--- src/rtl/u712_cycle_sizer.sv ---
`default_nettype none
// ============================================================================
// Module   : u712_cycle_sizer
// Purpose  : Splits a 32-bit CPU bus cycle into one or two 16-bit chipset
//            cycles. Drives the 16-bit strobes and word address, waits for a
//            synchronized DTACKn, and returns TACKn (done) or BERRn (timeout).
// Ports    : CLK40    - sole clock, rising edge
//            RESETn   - synchronous active-low reset
//            START    - one-clock cycle request (ignored while BUSY)
//            RnW/A/SIZ- direction, CPU A[1:0], CPU SIZ[1:0], taken with START
//            DTACKn   - asynchronous chipset acknowledge, active-low
//            ASn/UDSn/LDSn - 16-bit address and data strobes
//            A1_OUT   - word address to the chipset
//            WORD_SEL - CPU data lane of the active word (0 = D31:16)
//            LATCH    - one-clock read-data capture pulse
//            TACKn    - one-clock transfer acknowledge to the CPU
//            BERRn    - one-clock bus error to the CPU
//            BUSY     - high whenever the sequencer is not idle
// Revision : 1.0 - initial release
// ============================================================================
module u712_cycle_sizer #(
   parameter int AS_SETUP = 2,
   parameter int DS_HOLD  = 1,
   parameter int TIMEOUT  = 255
) (
   input  logic       CLK40,
   input  logic       RESETn,
   input  logic       START,
   input  logic       RnW,
   input  logic [1:0] A,
   input  logic [1:0] SIZ,
   input  logic       DTACKn,
   output logic       ASn,
   output logic       UDSn,
   output logic       LDSn,
   output logic       A1_OUT,
   output logic       WORD_SEL,
   output logic       LATCH,
   output logic       TACKn,
   output logic       BERRn,
   output logic       BUSY
);

   // One counter serves setup, strobe timeout and hold, so it is sized
   // for the largest of the three.
   localparam int c_cnt_max = (TIMEOUT > AS_SETUP) ?
                              ((TIMEOUT > DS_HOLD) ? TIMEOUT : DS_HOLD) :
                              ((AS_SETUP > DS_HOLD) ? AS_SETUP : DS_HOLD);
   localparam int c_cnt_w = $clog2(c_cnt_max + 1);

   localparam logic [c_cnt_w-1:0] c_setup_last   = c_cnt_w'(AS_SETUP - 1);
   localparam logic [c_cnt_w-1:0] c_hold_last    = c_cnt_w'(DS_HOLD - 1);
   localparam logic [c_cnt_w-1:0] c_timeout_last = c_cnt_w'(TIMEOUT - 1);
   localparam logic [c_cnt_w-1:0] c_cnt_one      = c_cnt_w'(1);

   typedef enum logic [2:0] {
      ST_IDLE    = 3'd0,
      ST_ADDR    = 3'd1,
      ST_STROBE  = 3'd2,
      ST_LATCH   = 3'd3,
      ST_RELEASE = 3'd4,
      ST_DONE    = 3'd5,
      ST_ERROR   = 3'd6
   } state_t;

   state_t             state_q, state_d;
   logic [c_cnt_w-1:0] cnt_q, cnt_d;
   logic               word_q, word_d;    // 1 while running the second word
   logic               long_q, long_d;
   logic               rnw_q, rnw_d;
   logic               sel_u_q, sel_u_d;
   logic               sel_l_q, sel_l_d;
   logic               a1_q, a1_d;
   logic               sync1_q, sync2_q;
   logic               asn_q, asn_d;
   logic               udsn_q, udsn_d;
   logic               ldsn_q, ldsn_d;
   logic               latch_q, latch_d;
   logic               tackn_q, tackn_d;
   logic               berrn_q, berrn_d;
   logic               busy_q, busy_d;
   logic               strobe_on;

   always_comb begin
      state_d = state_q;
      cnt_d   = cnt_q;
      word_d  = word_q;
      long_d  = long_q;
      rnw_d   = rnw_q;
      sel_u_d = sel_u_q;
      sel_l_d = sel_l_q;
      a1_d    = a1_q;

      case (state_q)
         ST_IDLE: begin
            if (START) begin
               state_d = ST_ADDR;
               cnt_d   = '0;
               word_d  = 1'b0;
               rnw_d   = RnW;
               long_d  = (SIZ[1] == SIZ[0]);
               // Longword and even word use both lanes; an odd word
               // degrades to a byte at A[0]=1 (lower strobe only).
               sel_u_d = (SIZ[1] == SIZ[0]) | ~A[0];
               sel_l_d = (SIZ[1] == SIZ[0]) | A[0] | (SIZ == 2'b10);
               a1_d    = (SIZ[1] == SIZ[0]) ? 1'b0 : A[1];
            end
         end
         ST_ADDR: begin
            if (cnt_q == c_setup_last) begin
               state_d = ST_STROBE;
               cnt_d   = '0;
            end else begin
               cnt_d = cnt_q + c_cnt_one;
            end
         end
         ST_STROBE: begin
            // An acknowledge on the last counted clock still wins over timeout.
            if (!sync2_q) begin
               state_d = ST_LATCH;
               cnt_d   = '0;
            end else if (cnt_q == c_timeout_last) begin
               state_d = ST_ERROR;
               cnt_d   = '0;
            end else begin
               cnt_d = cnt_q + c_cnt_one;
            end
         end
         ST_LATCH: begin
            state_d = ST_RELEASE;
            cnt_d   = '0;
         end
         ST_RELEASE: begin
            if (cnt_q == c_hold_last) begin
               cnt_d = '0;
               if (long_q && !word_q) begin
                  state_d = ST_ADDR;
                  word_d  = 1'b1;
                  a1_d    = 1'b1;
               end else begin
                  state_d = ST_DONE;
               end
            end else begin
               cnt_d = cnt_q + c_cnt_one;
            end
         end
         ST_DONE:  state_d = ST_IDLE;
         ST_ERROR: state_d = ST_IDLE;
         default:  state_d = ST_IDLE;
      endcase

      // Outputs are decoded from the next state so that, once registered,
      // they line up with the state they belong to. Writes hold the data
      // strobes off for the first STROBE clock to give write data setup.
      strobe_on = ((state_d == ST_STROBE) && (rnw_q || (state_q == ST_STROBE))) ||
                  (state_d == ST_LATCH);
      asn_d     = !(state_d inside {ST_ADDR, ST_STROBE, ST_LATCH});
      udsn_d    = !(strobe_on && sel_u_q);
      ldsn_d    = !(strobe_on && sel_l_q);
      latch_d   = (state_d == ST_LATCH) && rnw_q;
      tackn_d   = (state_d != ST_DONE);
      berrn_d   = (state_d != ST_ERROR);
      busy_d    = (state_d != ST_IDLE);
   end

   always_ff @(posedge CLK40) begin
      if (!RESETn) begin
         state_q <= ST_IDLE;
         cnt_q   <= '0;
         word_q  <= 1'b0;
         long_q  <= 1'b0;
         rnw_q   <= 1'b0;
         sel_u_q <= 1'b0;
         sel_l_q <= 1'b0;
         a1_q    <= 1'b0;
         sync1_q <= 1'b1;   // cleared to the negated acknowledge level
         sync2_q <= 1'b1;
         asn_q   <= 1'b1;
         udsn_q  <= 1'b1;
         ldsn_q  <= 1'b1;
         latch_q <= 1'b0;
         tackn_q <= 1'b1;
         berrn_q <= 1'b1;
         busy_q  <= 1'b0;
      end else begin
         state_q <= state_d;
         cnt_q   <= cnt_d;
         word_q  <= word_d;
         long_q  <= long_d;
         rnw_q   <= rnw_d;
         sel_u_q <= sel_u_d;
         sel_l_q <= sel_l_d;
         a1_q    <= a1_d;
         sync1_q <= DTACKn;
         sync2_q <= sync1_q;
         asn_q   <= asn_d;
         udsn_q  <= udsn_d;
         ldsn_q  <= ldsn_d;
         latch_q <= latch_d;
         tackn_q <= tackn_d;
         berrn_q <= berrn_d;
         busy_q  <= busy_d;
      end
   end

   assign ASn      = asn_q;
   assign UDSn     = udsn_q;
   assign LDSn     = ldsn_q;
   assign A1_OUT   = a1_q;
   assign WORD_SEL = a1_q;   // the active word's lane follows its address
   assign LATCH    = latch_q;
   assign TACKn    = tackn_q;
   assign BERRn    = berrn_q;
   assign BUSY     = busy_q;

endmodule
`default_nettype wire

--- config.mk ---
export PLATFORM = sky130hd
export DESIGN_NAME = u712_cycle_sizer
export DESIGN_NICKNAME = d
export VERILOG_FILES = /design/src/rtl/u712_cycle_sizer.sv
export SDC_FILE = /design/constraint.sdc
export NUM_CORES = 1
export LEC_CHECK = 0
export CAP_MARGIN = 20
export CORE_UTILIZATION = 50
export DETAILED_ROUTE_END_ITERATION = 6
export PLACE_DENSITY_LB_ADDON = 0.3
export SKIP_LAST_GASP = 1
export SLEW_MARGIN = 10
export SYNTH_ARGS = -nofsm -noshare
export SYNTH_HDL_FRONTEND = slang
export SYNTH_SLANG_ARGS = --single-unit
--- constraint.sdc ---
create_clock -name CLK40 -period 3.1 [get_ports CLK40]
set_input_delay 0.465 -clock CLK40 [delete_from_list [all_inputs] [get_ports CLK40]]
set_output_delay 0.465 -clock CLK40 [all_outputs]
set_load 0.005 [all_outputs]
==> After elaboration in Yosys (flattened, before gate mapping) <==
Index checks and enable logic that the tools add are counted.
{ "totals": {"register_bits": 26, "out_inout_bits": 9, "in_bits": 9} }
{ "op_classes": {"add_sub_neg": 1, "n_mux": 20, "eq_ne": 16, "n_reduce_logical": 20, "n_bitwise": 4} }
{ "op_table": {"columns": ["op", "count"], "rows": [
  ["$mux W8", 5],
  ["$pmux W8 S5", 1],
  ["$mux W3", 6],
  ["$pmux W3 S5", 1],
  ["$eq A3 B2 Y1 const B", 4],
  ["$add A8 B1 Y8 const B", 1],
  ["$eq A8 B1 Y1 const B", 1],
  ["$eq A8 B8 Y1 const B", 1],
  ["$logic_not A8 Y1", 1],
  ["$eq A3 B1 Y1 const B", 2],
  ["$ne A2 B2 Y1 const B", 3],
  ["$ne A3 B3 Y1 const B", 2],
  ["$reduce_bool A3 Y1", 2],
  ["$logic_and A1 B1 Y1", 5],
  ["$mux W1", 5],
  ["$reduce_bool A5 Y1", 1],
  ["$logic_not A1 Y1", 4],
  ["$pmux W1 S2", 2],
  ["$reduce_and A2 Y1", 2],
  ["$reduce_and A4 Y1", 1],
  ["$eq A3 B3 Y1 const B", 1],
  ["$logic_not A3 Y1", 1],
  ["$or A1 B1 Y1", 3],
  ["$eq A2 B2 Y1 const B", 1],
  ["other kinds (4)", 5]
]} }

==> Depth between registers and ports, before layout <==
{ "logic_depth": {"depth_word": 10, "mapped_depth": 8, "mapped_depth_nobuf": 7} }

==> Least setup slack after synthesis <==
OpenSTA, ideal clock, no wires.
{ "synth_timing": {"kind": "register to register", "from": "register cnt_q[2]", "to": "register ldsn_q, in the netlist LDSn", "arrival_time_ns": 1.597, "t_required_ns": 2.981, "stages_incl_launch_ff": 6, "n_path_buf": 0, "setup_ns": 0.119, "setup_slack_ns": 1.384, "period_less_slack_ns": 1.716, "cell_sequence": "dfxtp_1 nor4_4 nand3_1 or4_1 a211oi_2 nand2_1"} }
{ "synth_via": {"elab_chain_len": 9, "word_cells_on_any_way": 14, "classes_between": "4 x eq/ne; 5 x mux; 5 x reduce/logical"} }
{ "synth_rtl": {"columns": ["item", "line", "text"], "rows": [
  ["start: declaration", "67", "logic [c_cnt_w-1:0] cnt_q, cnt_d;"],
  ["start signal: assignment", "187", "cnt_q <= cnt_d;"],
  ["$eq A8 B8 Y1", "122", "end else if (cnt_q == c_timeout_last) begin"],
  ["$mux W3", "122", null],
  ["$mux W3", "119", "if (!sync2_q) begin"],
  ["$pmux W3 S5 (*)", "94", "case (state_q)"],
  ["$eq A3 B2 Y1", "155", "strobe_on = ((state_d == ST_STROBE) && (rnw_q || (state_q == ST_STROBE))) ||"],
  ["$logic_and A1 B1 Y1", "155", null],
  ["$logic_or A1 B1 Y1 (*)", "155", null],
  ["$logic_and A1 B1 Y1 (*)", "159", "ldsn_d = !(strobe_on && sel_l_q);"],
  ["$logic_not A1 Y1 (*)", "159", null],
  ["end signal: assignment", "198", "ldsn_q <= ldsn_d;"],
  ["end: declaration", "77", "logic ldsn_q, ldsn_d;"]
]} }
Mark *: on every way between the ends. The rest lies on a longest branch, timed or not.
A chain may end at the register's enable or synchronous reset.

==> Worst setup path after layout <==
{ "layout_timing": {"from": "register state_q[2]", "to": "register cnt_q[5]"} }
{ "layout_via": {"elab_chain_len": 3, "word_cells_on_any_way": 9, "classes_between": "5 x eq/ne; 1 x mux; 3 x reduce/logical"} }
{ "layout_rtl": {"columns": ["item", "line", "text"], "rows": [
  ["start: declaration", "66", "state_t state_q, state_d;"],
  ["start signal: assignment", "186", "state_q <= state_d;"],
  ["$eq A3 B2 Y1 (tied with other cells)", "94", null],
  ["$reduce_bool A5 Y1 (no line) / $ne A2 B2 Y1 (equally long branches)", null, null],
  ["$reduce_and A2 Y1 (no line)", null, null]
]} }
Parallel ways exist; a longest one is shown, timed or not.

==> metrics.csv <==
metric,value,unit
cp.required,3.35,ns
place_hpwl,1892,um
synth_edf_count,0,
clk_pin_slew,0.13,ns
nNetsFinal,174,
place_area,1389,sq um
diodes,0,
grt_pass1_wl,4464,um
detail-route-antenna-nets,0,
die_h,51.40,um
synth_top_cell_by_area,dfxtp_1,
routabilityCongestion,0.9070,
syn_area,1220,sq um
syn_area_per_cell,8.413,sq um
final_core_util,62.60,%
ys_ff_latch,26,
dr.first_iter.drc_count,54,
ys.warnings.count,0,
synth_top_area_share,42.67,%
synth_nets,159,
use_met1,30.84,%
ys_seq_area_share,42.67,%
ir_drop,0.0003179,V
cap_viol_max_count,0,
power.total,0.6041,mW
grt_use_met3,2.976,%
synth.distinct_cells,39,
postCtsHoldBufs,0,
hp-class,flip-flop to flip-flop,
synth.most_common_cell,dfxtp_1,
path_class,flip-flop to flip-flop,
synth_commonest_cells,"dfxtp_1 (26), nor2_1 (22), nand2_1 (14)",
final_area,1411,sq um
slew_headroom,62.73,%
wire_per_inst,13.80,um
fin_crit_sh,63.71,%
setup-violations-final,0,
cts_resized,0,
postCtsSetupBuffers,0,
use_met2,35.71,%
worst_pin_slew,0.5584,ns
synthToLayoutAreaGrowth,15.69,%
holdWs,0.3967,ns
cts_tree,built,
drv_slew,0,
io_buffers,17,
core_area,2255,sq um
start_util,54.11,%
fmaxAchievable,506.3,MHz
cts.path.max_buffers,2,
endpoint_kind,flip-flop,
busiest_layer,met2,
clock_latency,0.33,ns
die-area,2641,sq um
tns,0,ns
p_per_area,428.0,nW/um^2
rows,17,
drt-total-wl,2566,um
cts_root_buf,clkbuf_4,
reg2reg_depth,5,
grt_use_total,22.98,%
numCtsBuffers,3,
ios,18,
clock-sinks,26,
dpl_worst_slack,0.9198,ns
skew,0.003826,ns
hold_viol_final,0,
vias_per_cell,5.817,
outcome,finished clean,
place_inst,183,
antenna_found_initial,0,
first_pass_iters,4,
htree_levels,1,
syn_inst,145,
fin_ws,1.125,ns
overflow,0,
async_reset_ff_share,0,%
p_leak,0.5212,nW
grt_pass1_vias,996,
crit_fanout,11,
grt_max_degree,17,
post-route-min-period,1.975,ns
startpoint_type,flip-flop,
die_width,51.40,um
drc,0,
rsz0062_at_grt,no,
synth_area_leaders,"dfxtp_1 (43%), nor2_1 (6.8%), ha_1 (5.1%)",
vias,1082,
fin_cells,186,
arrival,2.23,ns
synth_top_flop_cell,dfxtp_1,
min_path_cells,1,
layout-drive-gt1-share,5.063,%
-- final timing paths --
| path | end | slack, ns | start |
|---|---|---|---|
| max | cnt_q[5] | 1.12 | state_q[2] |
| min | UDSn | 0.40 | sel_u_q |
| max reg2reg | cnt_q[5] | 1.12 | state_q[2] |
| min reg2reg | UDSn | 0.40 | sel_u_q |
-- per-layer routing --
layer	part of all wire (%)	wire [um]
met1	45	1143
met2	47	1201
met3	6.4	164
met4	2.2	57
met5	0	0
-- worst max-delay path, cell delays in order, from the launching register on --
cell and delay, ns:
dfxtp_1 0.53, or3b_2 0.51, a31oi_1 0.29, or3_1 0.28, o21ai_0 0.14, a21oi_1 0.16
-- registers in the layout, summed over array words and instances, names as in the netlist --
signal,count
UDSn,1
sync2_q,1
ASn,1
long_q,1
state_q,3
A1_OUT,1
sel_u_q,1
sel_l_q,1
BUSY,1
LATCH,1
rnw_q,1
word_q,1
BERRn,1
sync1_q,1
LDSn,1
TACKn,1
cnt_q,8
-- report_power, final --
group	internal, mW	switching, mW
combinational	0.0464	0.0550
clock	0.0457	0.0944
sequential	0.349	0.0135
-- cell type report --
| cell class | instances | area, sq um |
|---|---|---|
| inverters | 8 | 30.03 |
| flip-flops and latches | 26 | 520.5 |
| fillers | 207 | 843.3 |
| multi-input cells | 104 | 633.1 |
| well taps | 28 | 35.03 |
| repair buffers | 17 | 170.2 |
| clock buffers | 3 | 22.52 |
-- logic make-up after synthesis --
group           after synthesis  share of synthesized area, %
buf+inv                      15                         5.435
compound gates               26                         14.56
xor+xnor                      4                         2.872
fa+ha+maj                     5                         5.128
simple gates                 69                         29.33
flops                        26                         42.67
-- cells in the final DEF (no fill, tap or decap), types with 5 or more instances in the layout --
cell type / instances
clkdlybuf4s50_1: 17
nor2_1: 22
nand2_1: 14
dfxtp_1: 26
ha_1: 5
nand2b_1: 5
a21oi_1: 8
inv_1: 8
nand3_1: 5
Note: power is estimated with default switching activity, not from simulation.
